File: src/rtl/heartbeat_gen.sv
// heartbeat_gen
//   Keepalive source for the system watchdog. After enable and a short
//   startup hold, hb_out toggles every HB_HALF_PERIOD cycles for as long as
//   firmware keeps kicking. A missed kick window or an external driver fault
//   latches FAULT and freezes hb_out, so the watchdog stops seeing edges.
//   One clk_1khz cycle is 1 ms.
//
// Ports
//   clk_1khz       1 kHz system clock
//   rst_n          asynchronous active-low reset
//   enable         level, requests heartbeat generation
//   kick           firmware keepalive, rising edge only
//   fault_in       level, motor driver fault
//   clear_fault    level, request to leave FAULT
//   hb_out         heartbeat line, every toggle is a valid edge
//   hb_active      1 only in RUN
//   fault_latched  1 only in FAULT
//   fault_code     00 none, 01 external fault, 10 kick timeout
module heartbeat_gen #(
   parameter int HB_HALF_PERIOD = 20,
   parameter int STARTUP_DELAY  = 10,
   parameter int KICK_TIMEOUT   = 100,
   parameter int FAULT_HOLD     = 500
) (
   input  logic       clk_1khz,
   input  logic       rst_n,
   input  logic       enable,
   input  logic       kick,
   input  logic       fault_in,
   input  logic       clear_fault,
   output logic       hb_out,
   output logic       hb_active,
   output logic       fault_latched,
   output logic [1:0] fault_code
);

   localparam int SW = $clog2(STARTUP_DELAY + 1);
   localparam int HW = $clog2(HB_HALF_PERIOD + 1);
   localparam int KW = $clog2(KICK_TIMEOUT + 1);
   localparam int FW = $clog2(FAULT_HOLD + 1);

   localparam logic [SW-1:0] ST_LAST   = SW'(STARTUP_DELAY - 1);
   localparam logic [HW-1:0] HALF_LAST = HW'(HB_HALF_PERIOD - 1);
   localparam logic [KW-1:0] KICK_LAST = KW'(KICK_TIMEOUT - 1);
   localparam logic [FW-1:0] HOLD_LAST = FW'(FAULT_HOLD - 1);

   localparam logic [1:0] CODE_NONE = 2'b00;
   localparam logic [1:0] CODE_EXT  = 2'b01;
   localparam logic [1:0] CODE_KICK = 2'b10;

   typedef enum logic [1:0] {S_IDLE, S_STARTUP, S_RUN, S_FAULT} state_t;

   state_t          state, state_nxt;
   logic [1:0]      cause;          // fault code to latch if FAULT is entered this cycle
   logic [SW-1:0]   st_cnt;
   logic [HW-1:0]   half_cnt;
   logic [KW-1:0]   kick_cnt;
   logic [FW-1:0]   hold_cnt;
   logic            kick_q;
   logic            kick_edge;
   logic            state_change;
   logic            hb_nxt;
   logic [1:0]      code_nxt;

   assign kick_edge    = kick & ~kick_q;
   assign state_change = (state_nxt != state);

   // State register
   always_ff @(posedge clk_1khz or negedge rst_n) begin
      if (!rst_n) state <= S_IDLE;
      else        state <= state_nxt;
   end

   // Next state; branch order encodes the priority fault_in > timeout > enable
   always_comb begin
      state_nxt = state;
      cause     = CODE_NONE;
      case (state)
         S_IDLE: begin
            if (enable) state_nxt = S_STARTUP;
         end
         S_STARTUP: begin
            if (fault_in) begin
               state_nxt = S_FAULT;
               cause     = CODE_EXT;
            end else if (!enable)          state_nxt = S_IDLE;
            else if (st_cnt == ST_LAST)    state_nxt = S_RUN;
         end
         S_RUN: begin
            if (fault_in) begin
               state_nxt = S_FAULT;
               cause     = CODE_EXT;
            end else if (kick_cnt == KICK_LAST && !kick_edge) begin
               // a kick landing on the terminal count rescues the window
               state_nxt = S_FAULT;
               cause     = CODE_KICK;
            end else if (!enable) state_nxt = S_IDLE;
         end
         S_FAULT: begin
            if (clear_fault && hold_cnt == HOLD_LAST && !fault_in) state_nxt = S_IDLE;
         end
         default: state_nxt = S_IDLE;
      endcase
   end

   // Next values of the registered outputs, decoded from the state being entered
   always_comb begin
      hb_nxt   = hb_out;
      code_nxt = CODE_NONE;
      case (state_nxt)
         S_RUN: begin
            // toggle only while staying in RUN, so the first edge is a full
            // half period after entry and a departing cycle never toggles
            if (state == S_RUN && half_cnt == HALF_LAST) hb_nxt = ~hb_out;
         end
         S_FAULT: begin
            hb_nxt   = hb_out;
            code_nxt = (state == S_FAULT) ? fault_code : cause;
         end
         default: hb_nxt = 1'b0;
      endcase
   end

   // Counters and output registers
   always_ff @(posedge clk_1khz or negedge rst_n) begin
      if (!rst_n) begin
         kick_q        <= 1'b0;
         st_cnt        <= '0;
         half_cnt      <= '0;
         kick_cnt      <= '0;
         hold_cnt      <= '0;
         hb_out        <= 1'b0;
         hb_active     <= 1'b0;
         fault_latched <= 1'b0;
         fault_code    <= CODE_NONE;
      end else begin
         kick_q <= kick;

         if (state_change || state != S_STARTUP) st_cnt <= '0;
         else                                    st_cnt <= st_cnt + 1'b1;

         if (state_change || state != S_RUN || half_cnt == HALF_LAST) half_cnt <= '0;
         else                                                         half_cnt <= half_cnt + 1'b1;

         if (state_change || state != S_RUN || kick_edge) kick_cnt <= '0;
         else                                             kick_cnt <= kick_cnt + 1'b1;

         if (state_change || state != S_FAULT) hold_cnt <= '0;
         else if (hold_cnt != HOLD_LAST)       hold_cnt <= hold_cnt + 1'b1;

         hb_out        <= hb_nxt;
         hb_active     <= (state_nxt == S_RUN);
         fault_latched <= (state_nxt == S_FAULT);
         fault_code    <= code_nxt;
      end
   end

endmodule

File: config.mk
export PLATFORM = sky130hd
export DESIGN_NAME = heartbeat_gen
export DESIGN_NICKNAME = d
export VERILOG_FILES = /design/src/rtl/heartbeat_gen.sv
export SDC_FILE = /design/constraint.sdc
export NUM_CORES = 1
export LEC_CHECK = 0
export BUFFER_PORTS_ARGS = -buffer_cell sky130_fd_sc_hd__buf_4
export CAP_MARGIN = 20
export CELL_PAD_IN_SITES_DETAIL_PLACEMENT = 1
export CELL_PAD_IN_SITES_GLOBAL_PLACEMENT = 1
export CORE_MARGIN = 2
export CORE_UTILIZATION = 49
export CTS_BUF_LIST = sky130_fd_sc_hd__clkbuf_4 sky130_fd_sc_hd__clkbuf_8
export DETAILED_ROUTE_END_ITERATION = 10
export GPL_TIMING_DRIVEN = 0
export PLACE_DENSITY = 0.77
export SLEW_MARGIN = 20
export SYNTH_ARGS = -nofsm -noshare
export SYNTH_HDL_FRONTEND = slang
export SYNTH_SLANG_ARGS = --single-unit
File: constraint.sdc
create_clock -name clk_1khz -period 3.13 [get_ports clk_1khz]
set_input_delay 0.1565 -clock clk_1khz [delete_from_list [all_inputs] [get_ports clk_1khz]]
set_output_delay 0.1565 -clock clk_1khz [all_outputs]
set_load 0.03 [all_outputs]
==> out/qor.yml <==
sta:
  skew_ps: 10.2
  relSlewSlack_pct: 57.0
  rsz0062_at_grt: "false"
  slew_violations: 0
  finalSetupTns_ps: 0
  setup_slack_ps: 226
  post-route-period-util_pct: 92.8
  finalHoldViolCount: 0
  worst_slew_pin_slew_ps: 637
  period_minus_slack_ps: 2900
  setup_viol: 0
  max_freq_ghz: 0.344
setup_path:
  crit_cells: 10
  arrival_ps: 3090
  cp.required_ps: 3320
  worst-r2r-cell-count: 10
  crit_family: "simple AND/OR/NAND/NOR gates"
  critical_path.cell_chain: "inv_1 > ha_1 > clkbuf_1 > and3_1 > a221oi_2 > nor4_1 > or4_4 > buf_6 > buf_8 > nor4b_4"
  startpoint_type: "register"
  end_kind: "register"
  path_buf_inv: 4
  worstPathMaxFanout: 10
  path_class: "reg2reg"
  max_stage_delay_ps: 520
  slowest_stage: "dfrtp_1"
pwr:
  power_mw: 1.47
  p_leak_nw: 0.990
  p_sw_mw: 0.548
  p_int_mw: 0.925
  peakVddDrop_uv: 377
  power.density_nw_per_um2: 670
  power_frac_comb_pct: 37.5
  p_sw_share_pct: 37.2
  power.share.clock_pct: 28.2
  seqPwrFrac_pct: 34.3
synthesis:
  yosys.area_share.simple_pct: 27.7
  synth_fa_ha_area_share_pct: 5.87
  synth_top_family_by_area: "simple AND/OR/NAND/NOR gates"
  synth_fp_nets: 210
  synth_xor_area_share_pct: 7.76
  synth_edf_count: 0
  syn_avg_cell_area_um2: 9.84
  seq_area_frac_synth_pct: 43.1
  synthArstFlopShare_pct: 100
  synthCells: 195
  synth.distinct_cells: 47
  ys.flop_type: "dfrtp_1"
  yosys_register_bits: 33
  synth_warnings: 0
  yosys-mux-area-fraction_pct: 1.70
  syn_area_um2: 1920
  synth_compound_area_share_pct: 9.52
clocking:
  cts-root-buf: "clkbuf_8"
  cts_tree: "built"
  htreeDepth: 2
  numCtsBuffers: 5
  clkSinkCount: 33
  ctsLongestPathBuffers: 2
  cts_post_setup_buffers_inserted: 0
  clkLatencyLatePin_ps: 290
  clk_pin_slew_ps: 70
global_routing:
  grt_first_pass_wirelength_um: 7680
  overflow: 0
  antenna_found_initial: 0
  grt_max_degree: 34
  first_global_vias: 1567
  grt_usage_pct: 23.8
route:
  routed_wl_um: 4570
  avgViaCountPerCell: 5.78
  drtAntennaViolNets: 0
  first_pass_iters: 4
  dr_total_vias: 1515
  drc_errors: 0
  drt_iter0_drc: 87
  wire_per_inst_um: 17.4
placed_design:
  post-dp-hpwl_um: 3280
  portBuffers: 9
  routabilityCongestion: 0.933
  pre_cts_ws_ps: 104
final_layout:
  antennaDiodeCount: 0
  fillCellCount: 425
  layout_common_cells: "dfrtp_1, nor2_1, nand3_1"
  layout.nets: 228
  drive_gt1_share_pct: 14.5
  final_common_cell: "dfrtp_1"
  finalCoreUtilization_pct: 59.1
  areaGrowthSynthToFinish_pct: 14.5
floorplanning:
  die_x_um: 66.6
  initial_utilization_pct: 51.6
  coreArea_um2: 3720
  ios: 11
  die_area_um2: 4430
  fp-row-count: 22
  die_h_um: 66.6
run:
  cap_viol_max_count: 0
min_path:
  hold_class: "in2async"
status:
  outcome: "finished clean"
==> final timing paths <==
path / from / end / slack [ps]
worst max-delay path: state[1]$_DFF_PN0_ / kick_cnt[4]$_DFF_PN0_ / 230
worst min-delay path: rst_n / st_cnt[3]$_DFF_PN0_ / 350
worst max register to register: state[1]$_DFF_PN0_ / kick_cnt[4]$_DFF_PN0_ / 230
worst min register to register: kick_cnt[0]$_DFF_PN0_ / kick_cnt[0]$_DFF_PN0_ / 520
max in group asynchronous: rst_n / kick_cnt[3]$_DFF_PN0_ / 2470
min in group clk_1khz: enable / hb_active$_DFF_PN0_ / 360
==> state kept, by name (all words and copies together), names as in the netlist <==
signal	cells
state	2
st_cnt	4
fault_latched	1
kick_q	1
hb_out	1
hb_active	1
fault_code	2
kick_cnt	7
half_cnt	5
hold_cnt	9
==> synth_stat cells (2+ instances only) <==
library cell / n / share of area (%)
ha_1: 9 / 5.9
xnor2_1: 10 / 4.6
nor4b_1: 5 / 2.3
a31oi_1: 2 / 0.65
nand4_1: 4 / 1.3
clkbuf_1: 7 / 1.4
nor3b_1: 3 / 1.2
mux2_2: 2 / 1.2
nor3_1: 3 / 0.78
inv_1: 7 / 1.4
and3_1: 5 / 1.6
dfrtp_1: 33 / 43
a31o_2: 2 / 0.91
xor2_1: 7 / 3.2
a211oi_1: 3 / 1.2
nor4b_2: 2 / 1.6
nor4bb_1: 3 / 1.6
o21ai_0: 2 / 0.52
nor2_1: 27 / 5.3
a21oi_1: 5 / 1.3
and2_1: 3 / 0.98
nand2_1: 8 / 1.6
nand3_1: 19 / 5.0
==> layout make-up <==
| type | count | area, µm² | share of cell area [%] |
|---|---|---|---|
| multi-input combinational | 145 | 1020 | 46.4 |
| clock inverter | 2 | 37.5 | 1.71 |
| tap | 48 | 60.1 | 2.73 |
| sequential | 33 | 826 | 37.6 |
| inverter | 7 | 26.3 | 1.20 |
| buffer | 10 | 57.6 | 2.62 |
| timing repair buffer | 11 | 87.6 | 3.99 |
| clock buffer | 6 | 82.6 | 3.76 |
==> metal layers <==
layer | part of all wire, % | wire (µm) | global-route usage, %
met1 | 49 | 2220 | 31.8
met3 | 2.2 | 100 | 5.24
met5 | 0 | 0 | 0
met4 | 1.1 | 48 | 6.89
met2 | 48 | 2200 | 38.6
==> power groups by stage <==
stage	logic (mW)	registers [mW]	clock network (mW)
after detailed placement	0.546	0.512	0
after floorplan	0.376	0.520	0
final	0.553	0.505	0.415
after CTS	0.551	0.504	0.426
after global routing	0.613	0.510	0.441
after global placement	0.524	0.509	0
==> logic make-up (layout without fill, tap and decap cells) <==
logic type,count (synthesis),in the layout
mux,3,3
flops,33,33
buf+inv,17,36
xor+xnor,17,17
simple gates,91,91
compound gates,25,25
fa+ha+maj,9,9
==> stage by stage <==
stage | cell area [µm²] | hold WS (ps) | cells
floorplan | 1920 | -139 | 195
global placement | 2050 | 116 | 252
detailed placement | 2050 | 129 | 252
CTS | 2190 | 349 | 262
global route | 2200 | 388 | 262
finish | 2200 | 350 | 262
==> worst reg2reg max path, cell delays in order (launching register included) <==
cell and delay, ps:
dfrtp_1 520, inv_1 140, ha_1 200, clkbuf_1 220, and3_1 240, a221oi_2 340, nor4_1 90, or4_4 490
buf_6 150, buf_8 140, nor4b_4 260
==> timing repair <==
action                                  4_1_cts  5_1_grt
gates resized for setup                       0        2
endpoints found under the setup margin        0       19
endpoints found under the hold margin        34        0
hold buffers                                  2        0
(Power assumes the default switching activity.)
